## config.mk

```make
export PLATFORM = sky130hd
export DESIGN_NAME = wb_hp_initiator_flat
export DESIGN_NICKNAME = d
export VERILOG_FILES = /design/src/rtl/wb_hp_initiator_if.sv /design/src/rtl/wb_hp_initiator.sv /design/src/flat_wrapper.sv
export SDC_FILE = /design/constraint.sdc
export NUM_CORES = 1
export LEC_CHECK = 0
export BUFFER_PORTS_ARGS = -buffer_cell sky130_fd_sc_hd__buf_2
export CORE_MARGIN = 2
export CORE_UTILIZATION = 30
export DETAILED_ROUTE_END_ITERATION = 6
export HOLD_SLACK_MARGIN = 0.03
export SLEW_MARGIN = 10
export SYNTH_ARGS = -nofsm -noshare
export SYNTH_HDL_FRONTEND = slang
export SYNTH_SLANG_ARGS = --single-unit
```

## constraint.sdc

```tcl
create_clock -name wb_clk_i -period 1.75 [get_ports wb_clk_i]
set_input_delay 0.175 -clock wb_clk_i [delete_from_list [all_inputs] [get_ports wb_clk_i]]
set_output_delay 0.175 -clock wb_clk_i [all_outputs]
set_load 0.005 [all_outputs]
```

## src/rtl/wb_hp_initiator_if.sv

```systemverilog
// rtl/wb_hp_initiator_if.sv - command/response channels and Wishbone master signals of wb_hp_initiator
interface wb_hp_initiator_if;
    // command channel
    logic        cmd_valid;
    logic        cmd_ready;
    logic        cmd_we;
    logic [31:0] cmd_adr;
    logic [31:0] cmd_dat;
    logic [3:0]  cmd_sel;

    // response channel
    logic        rsp_valid;
    logic        rsp_ready;
    logic [31:0] rsp_dat;
    logic        rsp_err;

    // Wishbone classic master side
    logic        wbm_cyc_o;
    logic        wbm_stb_o;
    logic        wbm_we_o;
    logic [3:0]  wbm_sel_o;
    logic [31:0] wbm_adr_o;
    logic [31:0] wbm_dat_o;
    logic        wbm_ack_i;
    logic [31:0] wbm_dat_i;

    logic        busy;

    // initiator view
    modport master (
        input  cmd_valid, cmd_we, cmd_adr, cmd_dat, cmd_sel,
        output cmd_ready,
        output rsp_valid, rsp_dat, rsp_err,
        input  rsp_ready,
        output wbm_cyc_o, wbm_stb_o, wbm_we_o, wbm_sel_o, wbm_adr_o, wbm_dat_o,
        input  wbm_ack_i, wbm_dat_i,
        output busy
    );

    // environment view: command source, response sink and Wishbone target
    modport slave (
        output cmd_valid, cmd_we, cmd_adr, cmd_dat, cmd_sel,
        input  cmd_ready,
        input  rsp_valid, rsp_dat, rsp_err,
        output rsp_ready,
        input  wbm_cyc_o, wbm_stb_o, wbm_we_o, wbm_sel_o, wbm_adr_o, wbm_dat_o,
        output wbm_ack_i, wbm_dat_i,
        input  busy
    );
endinterface

```

## src/rtl/wb_hp_initiator.sv

```systemverilog
// rtl/wb_hp_initiator.sv - Wishbone classic single-transfer initiator with ack timeout
module wb_hp_initiator #(
    parameter int TIMEOUT_CYCLES = 255,
    parameter int CNT_W          = 8
) (
    input  logic              wb_clk_i,
    input  logic              wb_rst_ni,
    wb_hp_initiator_if.master bus
);

    typedef enum logic [1:0] {
        ST_IDLE = 2'd0,
        ST_BUS  = 2'd1,
        ST_RESP = 2'd2
    } state_t;

    // A zero timeout disables the guard; the counter then simply wraps unobserved.
    localparam bit               TO_EN   = (TIMEOUT_CYCLES != 0);
    localparam logic [CNT_W-1:0] TO_LAST = CNT_W'(TIMEOUT_CYCLES == 0 ? 0 : TIMEOUT_CYCLES - 1);

    state_t      state_q, state_d;
    logic [CNT_W-1:0] cnt_q, cnt_d;
    logic        we_q, we_d;
    logic [3:0]  sel_q, sel_d;
    logic [31:0] adr_q, adr_d;
    logic [31:0] dat_q, dat_d;
    logic [31:0] rsp_dat_q, rsp_dat_d;
    logic        rsp_err_q, rsp_err_d;

    // State and datapath registers; reset drops CYC/STB at once and discards any transfer.
    always_ff @(posedge wb_clk_i or negedge wb_rst_ni) begin
        if (!wb_rst_ni) begin
            state_q   <= ST_IDLE;
            cnt_q     <= '0;
            we_q      <= 1'b0;
            sel_q     <= '0;
            adr_q     <= '0;
            dat_q     <= '0;
            rsp_dat_q <= '0;
            rsp_err_q <= 1'b0;
        end else begin
            state_q   <= state_d;
            cnt_q     <= cnt_d;
            we_q      <= we_d;
            sel_q     <= sel_d;
            adr_q     <= adr_d;
            dat_q     <= dat_d;
            rsp_dat_q <= rsp_dat_d;
            rsp_err_q <= rsp_err_d;
        end
    end

    // Next-state: accept in IDLE, terminate on ack (wins over timeout) or timeout, drain response.
    always_comb begin
        state_d   = state_q;
        cnt_d     = cnt_q;
        we_d      = we_q;
        sel_d     = sel_q;
        adr_d     = adr_q;
        dat_d     = dat_q;
        rsp_dat_d = rsp_dat_q;
        rsp_err_d = rsp_err_q;
        case (state_q)
            ST_IDLE: begin
                if (bus.cmd_valid) begin
                    we_d    = bus.cmd_we;
                    sel_d   = bus.cmd_sel;
                    adr_d   = bus.cmd_adr;
                    dat_d   = bus.cmd_dat;
                    cnt_d   = '0;
                    state_d = ST_BUS;
                end
            end
            ST_BUS: begin
                if (bus.wbm_ack_i) begin
                    rsp_dat_d = we_q ? 32'h0 : bus.wbm_dat_i;
                    rsp_err_d = 1'b0;
                    state_d   = ST_RESP;
                end else if (TO_EN && (cnt_q == TO_LAST)) begin
                    rsp_dat_d = 32'h0;
                    rsp_err_d = 1'b1;
                    state_d   = ST_RESP;
                end else begin
                    cnt_d = cnt_q + CNT_W'(1);
                end
            end
            ST_RESP: begin
                if (bus.rsp_ready) begin
                    state_d = ST_IDLE;
                end
            end
            default: state_d = ST_IDLE;
        endcase
    end

    // All outputs decode registered state only, so nothing flows combinationally from inputs.
    assign bus.cmd_ready = (state_q == ST_IDLE);
    assign bus.busy      = (state_q != ST_IDLE);
    assign bus.wbm_cyc_o = (state_q == ST_BUS);
    assign bus.wbm_stb_o = (state_q == ST_BUS);
    assign bus.wbm_we_o  = (state_q == ST_BUS) && we_q;
    assign bus.wbm_sel_o = sel_q;
    assign bus.wbm_adr_o = adr_q;
    assign bus.wbm_dat_o = dat_q;
    assign bus.rsp_valid = (state_q == ST_RESP);
    assign bus.rsp_dat   = rsp_dat_q;
    assign bus.rsp_err   = rsp_err_q;

endmodule

```

## src/flat_wrapper.sv

```systemverilog
// flat-port wrapper written by rule: the top's interface ports become plain ports
module wb_hp_initiator_flat 
#(
    parameter int TIMEOUT_CYCLES = 255,
    parameter int CNT_W          = 8
)
  (wb_clk_i, wb_rst_ni, bus_cmd_valid, bus_cmd_we, bus_cmd_adr, bus_cmd_dat, bus_cmd_sel, bus_cmd_ready, bus_rsp_valid, bus_rsp_dat, bus_rsp_err, bus_rsp_ready, bus_wbm_cyc_o, bus_wbm_stb_o, bus_wbm_we_o, bus_wbm_sel_o, bus_wbm_adr_o, bus_wbm_dat_o, bus_wbm_ack_i, bus_wbm_dat_i, bus_busy);
  wb_hp_initiator_if bus_i ();
  input  logic wb_clk_i;
  input  logic wb_rst_ni;
  input wire logic [$bits(bus_i.cmd_valid)-1:0] bus_cmd_valid;
  input wire logic [$bits(bus_i.cmd_we)-1:0] bus_cmd_we;
  input wire logic [$bits(bus_i.cmd_adr)-1:0] bus_cmd_adr;
  input wire logic [$bits(bus_i.cmd_dat)-1:0] bus_cmd_dat;
  input wire logic [$bits(bus_i.cmd_sel)-1:0] bus_cmd_sel;
  output wire logic [$bits(bus_i.cmd_ready)-1:0] bus_cmd_ready;
  output wire logic [$bits(bus_i.rsp_valid)-1:0] bus_rsp_valid;
  output wire logic [$bits(bus_i.rsp_dat)-1:0] bus_rsp_dat;
  output wire logic [$bits(bus_i.rsp_err)-1:0] bus_rsp_err;
  input wire logic [$bits(bus_i.rsp_ready)-1:0] bus_rsp_ready;
  output wire logic [$bits(bus_i.wbm_cyc_o)-1:0] bus_wbm_cyc_o;
  output wire logic [$bits(bus_i.wbm_stb_o)-1:0] bus_wbm_stb_o;
  output wire logic [$bits(bus_i.wbm_we_o)-1:0] bus_wbm_we_o;
  output wire logic [$bits(bus_i.wbm_sel_o)-1:0] bus_wbm_sel_o;
  output wire logic [$bits(bus_i.wbm_adr_o)-1:0] bus_wbm_adr_o;
  output wire logic [$bits(bus_i.wbm_dat_o)-1:0] bus_wbm_dat_o;
  input wire logic [$bits(bus_i.wbm_ack_i)-1:0] bus_wbm_ack_i;
  input wire logic [$bits(bus_i.wbm_dat_i)-1:0] bus_wbm_dat_i;
  output wire logic [$bits(bus_i.busy)-1:0] bus_busy;
  assign bus_i.cmd_valid = bus_cmd_valid;
  assign bus_i.cmd_we = bus_cmd_we;
  assign bus_i.cmd_adr = bus_cmd_adr;
  assign bus_i.cmd_dat = bus_cmd_dat;
  assign bus_i.cmd_sel = bus_cmd_sel;
  assign bus_cmd_ready = bus_i.cmd_ready;
  assign bus_rsp_valid = bus_i.rsp_valid;
  assign bus_rsp_dat = bus_i.rsp_dat;
  assign bus_rsp_err = bus_i.rsp_err;
  assign bus_i.rsp_ready = bus_rsp_ready;
  assign bus_wbm_cyc_o = bus_i.wbm_cyc_o;
  assign bus_wbm_stb_o = bus_i.wbm_stb_o;
  assign bus_wbm_we_o = bus_i.wbm_we_o;
  assign bus_wbm_sel_o = bus_i.wbm_sel_o;
  assign bus_wbm_adr_o = bus_i.wbm_adr_o;
  assign bus_wbm_dat_o = bus_i.wbm_dat_o;
  assign bus_i.wbm_ack_i = bus_wbm_ack_i;
  assign bus_i.wbm_dat_i = bus_wbm_dat_i;
  assign bus_busy = bus_i.busy;
  wb_hp_initiator #(.TIMEOUT_CYCLES(TIMEOUT_CYCLES), .CNT_W(CNT_W)) u_core (.wb_clk_i(wb_clk_i), .wb_rst_ni(wb_rst_ni), .bus(bus_i));
endmodule
```

==> impl_metrics.env <==
export IMPL_hold_ws_ns=0.04613
export IMPL_slew_violations=0
export IMPL_worst_setup_path_type="reg2reg"
export IMPL_yosysSeqAreaShare_pct=64.48
export IMPL_clk_latency_ns=0.35
export IMPL_cp_end_kind="flop"
export IMPL_crit_buf_inv=1
export IMPL_path_clk_slew_ns=0.07
export IMPL_cp_arrival_ns=1.91
export IMPL_routedWlPerCell_um=13.43
export IMPL_dp_hpwl_mm=7.788
export IMPL_synthArstFlopShare_pct=100.0
export IMPL_fin_crit_sh_pct=96.42
export IMPL_synth_compound_area_share_pct=9.211
export IMPL_status="finished, final reports clean"
export IMPL_setup_violations=0
export IMPL_setup_ws_ns=0.06265
export IMPL_io_buffers=212
export IMPL_ir_drop_mv=0.6407
export IMPL_routed_wirelength_mm=12.13
export IMPL_drt_iter0_drc=123
export IMPL_ant_nets=0
export IMPL_synth_mux_area_share_pct=0
export IMPL_slowest_stage="dfrtp_1"
export IMPL_grtUsageTotal_pct=16.38
export IMPL_dieArea_um2=15470
export IMPL_cts_made_buffers=9
export IMPL_start_kind="flop"
export IMPL_netlist_instances=432
export IMPL_cts_max_level=3
export IMPL_slew_headroom_pct=77.48
export IMPL_core_region_area_um2=14040
export IMPL_top_level_ports=213
export IMPL_vias=4031
export IMPL_syn_nets=540
export IMPL_overflow=0
export IMPL_grt_pass1_vias=4301
export IMPL_synth_warning_count=0
export IMPL_power_leakage_nw=3.716
export IMPL_final_common_cell="nand2_1"
export IMPL_syn2layout_area_growth_pct=55.27
export IMPL_synth_simple_area_share_pct=21.82
export IMPL_fmax_ghz=0.5926
export IMPL_initial_core_util_pct=30.95
export IMPL_crit_fanout=6
export IMPL_ctsLongestPathBuffers=2
export IMPL_crit_family="compound AO/OA/AOI/OAI gates"
export IMPL_place_congestion=0.7791
export IMPL_synth_edf_count=0
export IMPL_ys_seq_elements=112
export IMPL_antenna_cells=0
export IMPL_worst_pin_slew_ns=0.3378
export IMPL_min_path_type="in2reg"
export IMPL_placed_cells=808
export IMPL_crit_path_max_incr_delay_ns=0.41
export IMPL_grt_start_max_net_pins=73
export IMPL_synthesis_area_um2=4347
export IMPL_cts_root_buffer="clkbuf_16"
export IMPL_nets=826
export IMPL_synth_ff_type="dfrtp_1"
export IMPL_crit_required_ns=1.98
export IMPL_final_cell_mix="nand2_1, buf_2, dfrtp_1"
export IMPL_dpl_worst_slack_ns=0.09051
export IMPL_fin_skew_ns=0.007459
export IMPL_finalHoldViolCount=0
export IMPL_yosysUniqueCellTypes=31
export IMPL_powerDensity_nw_per_um2=1541
export IMPL_min_period_ns=1.687
export IMPL_synth_xor_area_share_pct=0.2015
export IMPL_syn_area_per_cell_um2=10.06
export IMPL_first_pass_iters=4
export IMPL_fin_cells=903
export IMPL_drive_gt1_share_pct=34.58
export IMPL_rows=43
export IMPL_place_area_um2=5653
export IMPL_antenna_found_initial=0
export IMPL_power_total_mw=10.40
export IMPL_synth_top_family_by_area="simple AND/OR/NAND/NOR gates"
export IMPL_crit_chain="ha_1, nand3_2, o311ai_4, buf_4, and2_4, a221o_1"
export IMPL_via_per_inst=4.464
export IMPL_synth_adder_area_share_pct=0.5757
export IMPL_die_y_um=124.4
export IMPL_grt_pass1_wl_mm=21.05
export IMPL_max_cap_violations=0
export IMPL_fp_dieW_um=124.4
export IMPL_cts_tree="built"
export IMPL_post_route_util_pct=48.06
export IMPL_final_area_um2=6749
export IMPL_drc_errors=0
export IMPL_clock_sinks=112
export IMPL_timing_setup_tns_ns=0
[path summary, 6_finish.rpt]
| kind | from | end | slack, ns | cells past startpoint |
|---|---|---|---|---|
| worst max-delay path | u_core.cnt_q[1] | u_core.cnt_q[2] | 0.06 | 6 |
| worst min-delay path | bus_wbm_dat_i[14] | u_core.bus.rsp_dat[14] | 0.05 | 2 |
| worst max register to register | u_core.cnt_q[1] | u_core.cnt_q[2] | 0.06 | 6 |
| worst min register to register | u_core.bus.wbm_dat_o[12] | u_core.bus.wbm_dat_o[12] | 0.47 | 2 |
| max in group asynchronous | wb_rst_ni | u_core.bus.wbm_dat_o[24] | 1.10 | 3 |
| min in group asynchronous | wb_rst_ni | u_core.bus.wbm_adr_o[0] | 0.37 | 3 |
[registers in the layout, indices dropped and copies added (netlist names)]
signal,cells
u_core.bus.rsp_dat,32
u_core.bus.rsp_err,1
u_core.bus.wbm_adr_o,32
u_core.bus.wbm_dat_o,32
u_core.bus.wbm_sel_o,4
u_core.cnt_q,8
u_core.state_q,2
u_core.we_q,1
[cells in the mapped netlist, drive strengths merged (2+ instances only)]
library cell	number	area, um2
dfrtp	112	2803
and2	3	21.27
nor2	3	11.26
buf	17	108.9
o21ai	7	35.03
clkbuf	8	30.03
a22o	32	280.3
ha	2	25.02
a211o	2	17.52
nand2	215	809.5
nand3	6	30.03
nor3	6	40.04
inv	6	22.52
a21oi	3	15.01
[per-layer routing]
metal  wire length, um  global-route usage, %  vias up
li1                  -                      -     1952
met1              5228                  20.08     1907
met2              5857                  27.71      161
met3               895                  5.326       11
met4               149                  4.560        0
met5                 0                      0        -
[where the power goes]
group          switching [mW]  leakage, nW  internal (mW)
Sequential              0.637         1.41           3.76
Clock                   0.960        0.153           1.16
Combinational            1.97         2.15           1.91
[cell families (layout without fill, tap and decap cells)]
group | after synthesis | count (layout)
xor+xnor | 1 | 1
compound gates | 48 | 48
simple gates | 238 | 238
fa+ha+maj | 2 | 2
flops | 112 | 112
buf+inv | 31 | 322
[final cells by class]
cell class	count	area, um2
clock buffers	10	239.0
flip-flops and latches	112	2803
repair buffers	300	1992
clock inverters	6	66.31
fillers	1307	7293
well taps	180	225.2
inverters	6	22.52
multi-input cells	289	1401
[what timing repair did]
| item | 4_1_cts | 5_1_grt |
|---|---|---|
| endpoints found under the setup margin | 0 | 5 |
| hold endpoints to repair | 188 | 0 |
| resized for setup | 0 | 1 |
| buffers inserted | 0 | 2 |
| hold buffers | 77 | 0 |
Power figures use the tool's default switching activity.
